<file path="src/rtl/calc_pkg.sv">
// calc_pkg: shared constants and state type for the multiply-path carry-propagate adder
package calc_pkg;
    localparam int DEF_WIDTH = 64;
    localparam int DEF_CHUNK = 16;
    typedef enum logic [1:0] {IDLE, ADD, DONE} cpa_state_t;
endpackage

</file>
<file path="src/rtl/chunk_adder.sv">
// chunk_adder: combinational W-bit adder with carry in and carry out
module chunk_adder #(
    parameter int W = 16
) (
    input  logic [W-1:0] i_a,
    input  logic [W-1:0] i_b,
    input  logic         i_cin,
    output logic [W-1:0] o_sum,
    output logic         o_cout
);
    assign {o_cout, o_sum} = {1'b0, i_a} + {1'b0, i_b} + {{W{1'b0}}, i_cin};
endmodule

</file>
<file path="src/rtl/cpa_chunked.sv">
// cpa_chunked: resolves a redundant sum/carry pair into binary, CHUNK bits per cycle
module cpa_chunked
    import calc_pkg::*;
#(
    parameter int WIDTH = DEF_WIDTH,
    parameter int CHUNK = DEF_CHUNK
) (
    input  logic             clk,
    input  logic             rst_n,
    input  logic             i_in_valid,
    output logic             o_in_ready,
    input  logic [WIDTH-1:0] i_in_sum,
    input  logic [WIDTH-1:0] i_in_carry,
    output logic             o_out_valid,
    input  logic             i_out_ready,
    output logic [WIDTH-1:0] o_out_result,
    output logic             o_out_cout,
    output logic             o_busy
);
    localparam int NCHUNK = WIDTH / CHUNK;
    localparam int IW = NCHUNK > 1 ? $clog2(NCHUNK) : 1;
    cpa_state_t       r_state;
    logic [WIDTH-1:0] r_sum;
    logic [WIDTH-1:0] r_carry_vec;
    logic [WIDTH-1:0] r_result;
    logic [IW-1:0]    r_idx;
    logic             r_cy;
    logic             r_cout;
    logic [CHUNK-1:0] w_r;
    logic             w_cy;
    logic             w_accept;
    logic             w_last;
    assign o_in_ready   = (r_state == IDLE) || (r_state == DONE && i_out_ready);
    assign w_accept     = i_in_valid && o_in_ready;
    assign o_out_valid  = r_state == DONE;
    assign o_busy       = r_state != IDLE;
    assign o_out_result = r_result;
    assign o_out_cout   = r_cout;
    assign w_last       = r_idx == IW'(NCHUNK - 1);
    chunk_adder #(.W(CHUNK)) u_add (
        .i_a   (r_sum[r_idx*CHUNK +: CHUNK]),
        .i_b   (r_carry_vec[r_idx*CHUNK +: CHUNK]),
        .i_cin (r_cy),
        .o_sum (w_r),
        .o_cout(w_cy)
    );
    // A DONE-state accept restarts ADD directly, giving NCHUNK+1 cycles per result
    always_ff @(posedge clk or negedge rst_n) begin
        if (!rst_n) begin
            r_state     <= IDLE;
            r_sum       <= '0;
            r_carry_vec <= '0;
            r_result    <= '0;
            r_idx       <= '0;
            r_cy        <= 1'b0;
            r_cout      <= 1'b0;
        end else if (w_accept) begin
            r_state     <= ADD;
            r_sum       <= i_in_sum;
            r_carry_vec <= i_in_carry;
            r_idx       <= '0;
            r_cy        <= 1'b0;
        end else if (r_state == ADD) begin
            r_result[r_idx*CHUNK +: CHUNK] <= w_r;
            r_cy    <= w_cy;
            r_idx   <= w_last ? '0 : r_idx + 1'b1;
            r_cout  <= w_last ? w_cy : r_cout;
            r_state <= w_last ? DONE : ADD;
        end else if (r_state == DONE && i_out_ready) begin
            r_state <= IDLE;
        end
    end
endmodule

</file>
<file path="config.mk">
export PLATFORM = sky130hd
export DESIGN_NAME = cpa_chunked
export DESIGN_NICKNAME = d
export VERILOG_FILES = /design/src/rtl/calc_pkg.sv /design/src/rtl/chunk_adder.sv /design/src/rtl/cpa_chunked.sv
export SDC_FILE = /design/constraint.sdc
export NUM_CORES = 1
export LEC_CHECK = 0
export ABC_AREA = 0
export CORE_ASPECT_RATIO = 1.75
export CORE_UTILIZATION = 51
export CTS_CLUSTER_DIAMETER = 40
export DETAILED_ROUTE_END_ITERATION = 7
export PLACE_DENSITY = 0.8
export REMOVE_ABC_BUFFERS = 1
export SYNTH_ARGS = -nofsm -noshare
export SYNTH_HDL_FRONTEND = slang
export SYNTH_HIERARCHICAL = 1
export SYNTH_SLANG_ARGS = --single-unit
</file>
<file path="constraint.sdc">
create_clock -name clk -period 5.07 [get_ports clk]
set_clock_uncertainty 0.1 [all_clocks]
set_input_delay 1.014 -clock clk [delete_from_list [all_inputs] [get_ports clk]]
set_output_delay 1.014 -clock clk [all_outputs]
set_load 0.02 [all_outputs]
</file>
* Yosys cells after proc, flatten, opt, wreduce, memory -nomap -nowiden
Index checks and enable logic that the tools add are counted.
** Operators by class
- $add $sub $neg :: 4
- Multipliers :: 0
- Divide/modulo/power cells :: 0
- Order comparisons :: 0
- Equal/unequal tests :: 3
- Shifts and indexed selects :: 4
- Mux-type cells :: 10
- Bitwise gates (word level) :: 1
- Reductions and logical operators :: 9
** Operators with widths (number)
- 64-bit by 7-bit variable part select with 16-bit output :: 2
- 64-bit bitwise mux :: 1
- 16-bit by 34-bit variable shift with 64-bit output (first input constant) :: 1
- 16-bit by 34-bit variable part select with 64-bit output :: 1
- 6-bit negator with 34-bit output :: 1
- 16-bit by 16-bit adder with 17-bit output :: 1
- 17-bit by 1-bit adder with 17-bit output :: 1
- 2-bit two-way mux :: 7
- 2-bit == test (second input constant) :: 2
- 2-bit nonzero test :: 2
- 3-bit AND reduction :: 1
- 3-bit nonzero test :: 1
- 2-bit by 1-bit adder with 2-bit output (second input constant) :: 1
- 2-bit by 1-bit == test with 1-bit output (second input constant) :: 1
- 1-bit logical AND :: 2
- 2-bit logical NOT :: 1
- 1-bit two-way mux :: 2
- 2-bit AND reduction :: 1
- 1-bit logical OR :: 1
- 1-bit inverter :: 1
** Word-level totals
- Register bits after elaboration :: 198
- Bits in latches :: 0
- Bits in writable memories :: 0
- ROM bits :: 0
- Input port bits :: 132
- Output and inout bits :: 68
- Word-level logic and storage cells :: 38
- Memories kept :: 0

* Depth between registers and ports, before layout
Gate-level depths: netlist of run 1.
- Word-level depth :: 6
- Depth in mapped cells :: 12
- Mapped depth without buffers :: 10

* Hierarchy
Netlist of run 1, hierarchy kept.
** Modules (own cells, without submodules)
- cpa_chunked :: times used 1, cells each 567, area an instance 8376.8 µm², seq. area each 4954.8 µm²
- chunk_adder :: times used 1, cells each 100, area an instance 759.5 µm², seq. area each 0.0 µm²

* Worst setup path after synthesis of run 1
No wires, ideal clock.
- Kind :: flip-flop to flip-flop
- Start point :: register r_idx[0]
- End point :: register r_result[46] (netlist: o_out_result[46])
- Setup time :: 0.083 ns
- Data arrival time :: 3.588 ns
- Data required time :: 4.887 ns
- Path slack :: 1.299 ns
- Cell stages (with the launch flop) :: 13
- Buffers on the path :: 2
- Period minus slack after synthesis :: 3.771 ns
- Path through :: dfrtp_1 > buf_4 > buf_4 > mux4_2 > fa_1 > fa_1 > a21o_1 > a221oi_2 > o21ai_1 > nand2_1 > mux2i_1 > nand2_1 > o21ai_0
** Between the ends
- Cells in the longest elaborated chain, start to end :: 5
- Elaborated cells on any way between the ends :: 8
- Those cells by class :: add/sub: 3; shift: 4; mux: 1
** Ends and longest elaborated chain
- from (decl) :: RTL line cpa_chunked.sv:26 : logic [IW-1:0] r_idx;
- from (signal assigned) :: RTL line cpa_chunked.sv:66 : r_idx <= w_last ? '0 : r_idx + 1'b1;
- 64-bit by 7-bit variable part select with 16-bit output, on equally long branches :: RTL line cpa_chunked.sv:41, cpa_chunked.sv:42
- 16-bit by 16-bit adder with 17-bit output * :: RTL line chunk_adder.sv:11 : assign {o_cout, o_sum} = {1'b0, i_a} + {1'b0, i_b} + {{W{1'b0}}, i_cin};
- 17-bit by 1-bit adder with 17-bit output * :: RTL line chunk_adder.sv:11
- named net w_r[14] :: RTL line cpa_chunked.sv:29 : logic [CHUNK-1:0] w_r;
- 16-bit by 34-bit variable part select with 64-bit output * :: RTL line cpa_chunked.sv:64 : r_result[r_idx*CHUNK +: CHUNK] <= w_r;
- 64-bit bitwise mux * :: RTL line cpa_chunked.sv:64
- to (signal, indexed assignment) :: RTL line cpa_chunked.sv:64
- to (decl) :: RTL line cpa_chunked.sv:25 : logic [WIDTH-1:0] r_result;
The timed path passes the listed nets; every way through them passes the cells marked *.
A chain may end at the register's enable or synchronous reset.

* Final worst setup path of run 1
- Start point :: register r_idx[0]
- End point :: register r_result[30] (netlist: o_out_result[30])
The elaborated chain is that of the path after synthesis.

==> results.sh, run 1 <==
export IMPL_syn_mean_instance_area_um2=13.7
export IMPL_fin_tns_setup_ns=0
export IMPL_totalWireLength_um=21400
export IMPL_fillers=1209
export IMPL_power_density_mw_per_mm2=781
export IMPL_min_path_type="reg2reg"
export IMPL_critical_path_max_fanout=18
export IMPL_grt_ovfl_total=0
export IMPL_diodes=0
export IMPL_busiest_layer="met2"
export IMPL_post_dp_hpwl_um=16200
export IMPL_clock_path_buffers=2
export IMPL_numPlacedInstances=1070
export IMPL_vias=6273
export IMPL_yosysUniqueCellTypes=47
export IMPL_fmax_ghz=0.246
export IMPL_cp_end_kind="flip-flop"
export IMPL_synth_area_top_cells="dfrtp_1 54%, mux2_1 9.4%, mux4_2 7.9%"
export IMPL_die_x_um=103
export IMPL_grt_antenna_before_repair=0
export IMPL_gp_congestion=0.834
export IMPL_use_met3_pct=4.25
export IMPL_die_h_um=179
export IMPL_ctsRootBufferMaster="clkbuf_16"
export IMPL_track_usage_pct=25.1
export IMPL_required_ns=5.29
export IMPL_via_per_inst=5.69
export IMPL_power_leakage_nw=4.95
export IMPL_seqPwrFrac_pct=28.9
export IMPL_floorplan_initialDensity_pct=52.1
export IMPL_io_buffers=199
export IMPL_p_sw_mw=3.99
export IMPL_dieArea_mm2=0.0185
export IMPL_synth_edf_count=0
export IMPL_pwr_share_comb_pct=56.9
export IMPL_synth_warnings=6
export IMPL_startpoint_type="flip-flop"
export IMPL_final_area_mm2=0.0119
export IMPL_antenna_left=0
export IMPL_critPathBufInv=1
export IMPL_slew_viol_final=0
export IMPL_min_period_ns=4.06
export IMPL_grt_max_degree=120
export IMPL_synth_top_area_share_pct=54.2
export IMPL_postPlaceCellArea_mm2=0.0113
export IMPL_power_frac_clock_pct=14.2
export IMPL_nets=1013
export IMPL_yosysTopAreaCell="dfrtp_1"
export IMPL_max_stage_delay_ns=0.58
export IMPL_p_total_mw=9.28
export IMPL_p_int_mw=5.29
export IMPL_cts_made_buffers=17
export IMPL_whs_ns=0.377
export IMPL_cp_data_arrival_time_ns=4.27
export IMPL_hold_violations=0
export IMPL_cts_tree="built"
export IMPL_criticalPathCategory="reg2reg"
export IMPL_postCtsSetupBuffers=0
export IMPL_core_mm2=0.0175
export IMPL_grt_pass1_vias=6584
export IMPL_rsz0062_at_grt="no"
export IMPL_boundaryPins=200
export IMPL_ys_ff_latch=198
export IMPL_max_cap_violations=0
export IMPL_cts_resized=0
export IMPL_clkSinkCount=198
export IMPL_regToRegSetupSlack_ns=1.01
export IMPL_ys_seq_area_share_pct=54.2
export IMPL_grt_first_pass_wirelength_um=34400
export IMPL_first_pass_iters=5
export IMPL_setup_viol=0
export IMPL_grt_util_met1_pct=29.1
export IMPL_netlist_area_mm2=0.00914
export IMPL_area_growth_pct=30.0
export IMPL_stdcell_count=1102
export IMPL_swShare_pct=43.0
export IMPL_ys_flop_type="dfrtp_1"
export IMPL_cts_hold_buffers=0
export IMPL_cpLargestDelayFamily="compound AO/OA/AOI/OAI gates"
export IMPL_wl_per_cell_um=19.4
export IMPL_ir_drop_mv=0.463
export IMPL_crit_chain="buf_4 -> mux4_2 -> fa_1 -> fa_1 -> a21o_1 -> a221oi_2 -> o21ai_1 -> nand2_1 -> mux2i_1 -> nand2_1 -> o21ai_0"
export IMPL_clk_pin_slew_ns=0.08
export IMPL_worstMarginPinSlew_ns=1.17
export IMPL_slew_headroom_pct=21.7
export IMPL_crit_path_top_delay_cell="mux4_2"
export IMPL_ctsHtreeMaxLevel=4
export IMPL_drc=0
export IMPL_final_cell_mix="198 x clkdlybuf4s50_1, 196 x dfrtp_1, 80 x nand2_1"
export IMPL_synthArstFlopShare_pct=100
export IMPL_post_route_period_util_pct=80.0
export IMPL_final_common_cell="clkdlybuf4s50_1"
export IMPL_synth_cells=667
export IMPL_status="complete, no violations"
export IMPL_grtUsageMet2_pct=44.3
export IMPL_clock_latency_ns=0.44
export IMPL_drtIter0Drc=262
export IMPL_num_rows=64
export IMPL_drive_above_1_share_pct=15.6
## worst paths after layout
path                                       start               end  cells after the start
worst max-delay path                    r_idx[0]  o_out_result[30]                     11
worst min-delay path            o_out_result[36]  o_out_result[36]                      2
worst max register to register          r_idx[0]  o_out_result[30]                     11
worst min register to register  o_out_result[36]  o_out_result[36]                      2
max in group asynchronous                  rst_n  o_out_result[18]                      2
min in group asynchronous                  rst_n         r_sum[55]                      1
## sequential cells by signal, summed over array words and instances, names as in the netlist
| signal | flops |
|---|---|
| o_out_result | 64 |
| r_carry_vec | 64 |
| r_sum | 64 |
| r_idx | 2 |
| r_state | 2 |
| o_out_cout | 1 |
| r_cy | 1 |
## power groups by stage
stage | combinational (mW) | sequential, mW | clock, mW
detailed placement | 5.22 | 2.71 | 0
global placement | 5.06 | 2.66 | 0
CTS | 5.25 | 2.68 | 1.34
floorplan | 3.42 | 2.87 | 0
global route | 5.74 | 2.76 | 1.41
finish | 5.28 | 2.68 | 1.32
## layer usage
metal | routed length (um) | up-vias
met3 | 805 | 55
met4 | 956 | 0
met5 | 0 | -
met1 | 7840 | 3175
li1 | - | 2821
met2 | 11800 | 222
## kinds of logic (layout without fill, tap and decap cells)
group,after synthesis,after routing,synth area share (%)
flops,198,198,54.2
fa+ha+maj,23,23,3.31
buf+inv,38,242,2.67
simple gates,120,120,6.37
mux,163,163,24.0
compound gates,112,112,8.16
xor+xnor,13,13,1.25
## worst min-delay path, stage by stage, from the launching register on
cell and delay (ns):
dfrtp_1 0.34, nand2_1 0.05, o21ai_0 0.06
## metrics by stage
stage / setup WS (ns) / utilization, %
2_1_floorplan: -2.05 / -
3_3_place_gp: 1.17 / 64.4
3_5_place_dp: 1.01 / 64.4
4_1_cts: 0.980 / 67.7
5_1_grt: 0.761 / 67.7
6_report: 1.01 / 67.7
## layout make-up
| class | instances | area [um^2] | share of cell area, % |
|---|---|---|---|
| Clock inverter | 14 | 156 | 1.32 |
| Timing Repair Buffer | 207 | 2080 | 17.5 |
| Clock buffer | 18 | 429 | 3.61 |
| Inverter | 3 | 11.3 | 0.0948 |
| Multi-Input combinational cell | 431 | 3950 | 33.3 |
| Tap cell | 231 | 289 | 2.43 |
| Sequential cell | 198 | 4960 | 41.7 |
## cells in the mapped netlist (all sizes together) (3+ instances only)
| library cell | instances |
|---|---|
| dfrtp | 198 |
| mux2 | 129 |
| nand2b | 4 |
| nand2 | 80 |
| and3 | 3 |
| xnor2 | 8 |
| nand3b | 5 |
| nor2 | 11 |
| a21o | 7 |
| ha | 21 |
| mux4 | 32 |
| buf | 24 |
| a211o | 4 |
| nor2b | 4 |
| o21ai | 42 |
| xor2 | 5 |
| a22o | 30 |
| inv | 3 |
| a21oi | 19 |
| clkbuf | 11 |
(Power assumes the default switching activity.)
==> run 2: changes to the inputs <==
- CORE_UTILIZATION: 51 -> 46
- PLACE_DENSITY: 0.8 -> 0.77
- clock period: 5.07 -> 3.4 ns (I/O delays scaled with it)
==> results.sh, run 2 (synthesis results as in run 1) <==
export IMPL_ctsRootBufferMaster="clkbuf_16"
export IMPL_first_pass_iters=4
export IMPL_power_density_mw_per_mm2=1230
export IMPL_busiest_layer="met2"
export IMPL_drtIter0Drc=392
export IMPL_clock_path_buffers=2
export IMPL_clkSinkCount=198
export IMPL_slew_viol_final=0
export IMPL_min_path_type="in2async"
export IMPL_fmax_ghz=0.300
export IMPL_grt_ovfl_total=0
export IMPL_power_leakage_nw=5.08
export IMPL_critical_path_max_fanout=4
export IMPL_cp_end_kind="flip-flop"
export IMPL_grt_pass1_vias=6702
export IMPL_startpoint_type="flip-flop"
export IMPL_cts_tree="built"
export IMPL_post_dp_hpwl_um=16400
export IMPL_cp_data_arrival_time_ns=3.59
export IMPL_antenna_left=0
export IMPL_grt_antenna_before_repair=0
export IMPL_io_buffers=199
export IMPL_totalWireLength_um=22400
export IMPL_vias=6220
export IMPL_ir_drop_mv=0.722
export IMPL_use_met3_pct=2.84
export IMPL_final_cell_mix="198 x clkdlybuf4s50_1, 196 x dfrtp_1, 79 x nand2_1"
export IMPL_wl_per_cell_um=19.9
export IMPL_area_growth_pct=33.2
export IMPL_num_rows=67
export IMPL_ctsHtreeMaxLevel=4
export IMPL_die_x_um=109
export IMPL_grtUsageMet2_pct=43.4
export IMPL_nets=1027
export IMPL_whs_ns=0.183
export IMPL_setup_viol=0
export IMPL_final_common_cell="clkdlybuf4s50_1"
export IMPL_core_mm2=0.0193
export IMPL_reg2reg_depth=11
export IMPL_via_per_inst=5.52
export IMPL_clk_pin_slew_ns=0.08
export IMPL_max_cap_violations=0
export IMPL_grt_max_degree=85
export IMPL_grt_first_pass_wirelength_um=35500
export IMPL_min_period_ns=3.34
export IMPL_hold_violations=0
export IMPL_status="complete, no violations"
export IMPL_p_total_mw=14.9
export IMPL_drc=0
export IMPL_rsz0062_at_grt="yes"
export IMPL_post_route_period_util_pct=98.2
export IMPL_track_usage_pct=23.2
export IMPL_die_h_um=188
export IMPL_cts_hold_buffers=0
export IMPL_grt_util_met1_pct=25.5
export IMPL_diodes=0
export IMPL_cts_made_buffers=17
export IMPL_criticalPathCategory="reg2reg"
export IMPL_boundaryPins=200
export IMPL_gp_congestion=0.789
export IMPL_required_ns=3.66
export IMPL_worstMarginPinSlew_ns=0.788
export IMPL_drive_above_1_share_pct=18.3
export IMPL_dieArea_mm2=0.0205
export IMPL_clock_latency_ns=0.44
export IMPL_floorplan_initialDensity_pct=47.4
export IMPL_slew_headroom_pct=47.3
[run 2: area by class of cell]
cell class | instances | area [um^2]
Sequential cell | 198 | 4960
Clock buffer | 18 | 439
Fill cell | 1505 | 7110
Timing Repair Buffer | 221 | 2260
Multi-Input combinational cell | 431 | 4010
Tap cell | 241 | 302
Inverter | 3 | 11.3
Clock inverter | 14 | 190
[run 2: through the flow]
| stage | setup TNS [ns] | cell area (um^2) | worst slack [ns] | std cells | util [%] |
|---|---|---|---|---|---|
| after floorplan | -472.32 | 8900 | -3.38 | 632 | - |
| after global placement | 0 | 11400 | 0.0348 | 1091 | 59.3 |
| after detailed placement | -0.176 | 11400 | -0.0938 | 1091 | 59.3 |
| after CTS | 0 | 12100 | 0.00899 | 1123 | 62.7 |
| after global routing | -0.214 | 12200 | -0.0362 | 1126 | 63.1 |
| final | 0 | 12200 | 0.0629 | 1126 | 63.1 |
[run 2: path summary, 6_finish.rpt]
path	start	endpoint	slack, ns
max	r_idx[0]	o_out_result[26]	0.06
min reg2reg	r_sum[10]	r_sum[10]	0.38
max reg2reg	r_idx[0]	o_out_result[26]	0.06
max in group asynchronous	rst_n	r_idx[1]	2.22
min in group clk	r_sum[10]	r_sum[10]	0.38
min	rst_n	r_sum[39]	0.18
[run 2: report_power, final]
group / total (mW) / switching (mW) / internal (mW)
combinational: 8.77 / 4.68 / 4.09
clock: 2.12 / 0.978 / 1.14
sequential: 4.03 / 0.611 / 3.42
total: 14.9 / 6.27 / 8.65
[run 2: worst max-delay path, stage by stage, from the launching register on]
cell      delay (ns)
dfrtp_2         0.45
mux4_2          0.54
fa_2            0.42
fa_2            0.39
a21o_1          0.23
a221oi_2        0.30
buf_4           0.18
nor2_1          0.05
a31oi_2         0.18
xnor2_2         0.18
nand2_1         0.10
o21ai_1         0.15
[run 2: timing repair]
item | CTS | global route
gates resized for setup | 7 | 8
pin swaps | 1 | 2
setup buffers | 0 | 2
setup endpoints to repair | 11 | 16
cloned | 0 | 1
[run 2: per-layer routing]
| metal | up-vias | wire, um |
|---|---|---|
| met4 | 0 | 833 |
| met3 | 41 | 906 |
| li1 | 2841 | - |
| met5 | - | 0 |
| met1 | 3122 | 7840 |
| met2 | 216 | 12800 |
==> run 3: changes to the inputs <==
- MAX_ROUTING_LAYER: default -> met4
==> results.sh, run 3 (synthesis results as in run 1) <==
export IMPL_vias=6208
export IMPL_track_usage_pct=23.9
export IMPL_num_rows=67
export IMPL_core_mm2=0.0193
export IMPL_clock_path_buffers=2
export IMPL_die_h_um=188
export IMPL_gp_congestion=0.800
export IMPL_p_total_mw=15.2
export IMPL_seqPwrFrac_pct=26.6
export IMPL_worstMarginPinSlew_ns=0.798
export IMPL_first_pass_iters=4
export IMPL_regToRegSetupSlack_ns=0.08
export IMPL_ctsRootBufferMaster="clkbuf_16"
export IMPL_slew_headroom_pct=46.6
export IMPL_rsz0062_at_grt="yes"
export IMPL_post_route_period_util_pct=97.7
export IMPL_required_ns=3.65
export IMPL_stdcell_count=1128
export IMPL_via_per_inst=5.50
export IMPL_routed_wl_met2_um=12900
export IMPL_min_path_type="in2async"
export IMPL_setup_viol=0
export IMPL_ir_drop_mv=0.668
export IMPL_cts_made_buffers=17
export IMPL_crit_end="o_out_result[26]"
export IMPL_wl_per_cell_um=19.8
export IMPL_hold_violations=0
export IMPL_numPlacedInstances=1091
export IMPL_cp_end_kind="flip-flop"
export IMPL_drive_above_1_share_pct=18.7
export IMPL_floorplan_initialDensity_pct=47.4
export IMPL_nets=1029
export IMPL_fillers=1493
export IMPL_clk_pin_slew_ns=0.08
export IMPL_max_cap_violations=0
export IMPL_seq_area_mm2=0.00496
export IMPL_worst_slack_ns=0.0792
export IMPL_antenna_left=0
export IMPL_dieArea_mm2=0.0205
export IMPL_swShare_pct=42.2
export IMPL_power_density_mw_per_mm2=1240
export IMPL_grt_max_degree=85
export IMPL_power_leakage_nw=5.10
export IMPL_min_period_ns=3.32
export IMPL_final_common_cell="clkdlybuf4s50_1"
export IMPL_clkSinkCount=198
export IMPL_drc=0
export IMPL_route_met3_wl_um=708
export IMPL_diodes=0
export IMPL_criticalPathCategory="reg2reg"
export IMPL_post_dp_hpwl_um=16400
export IMPL_io_buffers=199
export IMPL_totalWireLength_um=22400
export IMPL_routed_top_layer="met4"
export IMPL_multi_input_area_mm2=0.00404
export IMPL_reg2reg_depth=11
export IMPL_reg2reg_from="r_idx[0]"
export IMPL_boundaryPins=200
export IMPL_fmax_ghz=0.301
export IMPL_grt_ovfl_total=0
export IMPL_grt_antenna_before_repair=0
export IMPL_drtIter0Drc=374
export IMPL_grt_pass1_vias=6690
export IMPL_slew_viol_final=0
export IMPL_startpoint_type="flip-flop"
export IMPL_cts_tree="built"
export IMPL_p_sw_mw=6.40
export IMPL_preCtsSetupSlack_ns=-0.0938
export IMPL_crit_path_start="r_idx[0]"
export IMPL_reg2reg_to="o_out_result[26]"
export IMPL_cp_data_arrival_time_ns=3.57
export IMPL_status="complete, no violations"
export IMPL_pwr_share_comb_pct=59.4
export IMPL_p_int_mw=8.76
export IMPL_clock_latency_ns=0.43
export IMPL_final_cell_mix="198 x clkdlybuf4s50_1, 196 x dfrtp_1, 79 x nand2_1"
export IMPL_area_growth_pct=33.8
export IMPL_die_x_um=109
export IMPL_ctsHtreeMaxLevel=4
export IMPL_power_frac_clock_pct=14.0
export IMPL_critical_path_max_fanout=4
export IMPL_whs_ns=0.177
export IMPL_grt_first_pass_wirelength_um=35500
export IMPL_wl_met1_um=8080
[run 3: per-layer routing]
layer / track usage, % / up-vias
met2: 43.3 / 200
met4: 10.2 / 0
met5: - / -
met1: 26.0 / 3130
li1: - / 2842
met3: 2.46 / 36
[run 3: timing repair]
item,CTS,global route
gates cloned,0,1
gates resized for setup,7,15
hold buffers,0,0
pin swaps,1,8
buffers inserted,0,4
setup endpoints to repair,11,16
[run 3: power by group through the flow]
stage	clock network [mW]	logic, mW	registers, mW
after CTS	2.15	8.49	4.03
after global placement	0	8.05	4.01
final	2.12	9.00	4.03
after floorplan	0	5.10	4.28
after detailed placement	0	8.20	4.07
after global routing	2.24	9.66	4.16
[run 3: worst max-delay path, cell delays in order (launching register included)]
cell and delay, ns:
dfrtp_2 0.44, mux4_2 0.55, fa_2 0.43, fa_2 0.39, a21o_1 0.20, a221oi_2 0.29, buf_4 0.19, nor2_4 0.04
a31oi_4 0.18, xnor2_2 0.18, nand2_1 0.10, o21ai_1 0.15
[run 3: cell type report]
cell class	instances	share of cell area, %
Timing Repair Buffer	223	18.7
Clock buffer	18	3.59
Inverter	3	0.0921
Sequential cell	198	40.6
Tap cell	241	2.47
Clock inverter	14	1.56
Multi-Input combinational cell	431	33.0
[run 3: worst min-delay path by stage]
stage,start,endpoint,slack (ns),cells past startpoint
3_3_place_gp,o_out_result[38],o_out_result[38],0.36,2
3_5_place_dp,r_carry_vec[34],r_carry_vec[34],0.37,1
6_report,rst_n,r_sum[39],0.18,1
2_1_floorplan,rst_n,o_out_cout,0.28,0
5_1_grt,rst_n,r_sum[55],0.25,1
4_1_cts,rst_n,r_sum[39],0.21,1
[run 3: per-stage QoR]
step / utilization [%] / TNS (ns) / area (um^2)
2_1_floorplan: - / -472.32 / 8900
3_3_place_gp: 59.3 / 0 / 11400
3_5_place_dp: 59.3 / -0.176 / 11400
4_1_cts: 62.7 / 0 / 12100
5_1_grt: 63.4 / -0.0730 / 12200
6_report: 63.4 / 0 / 12200
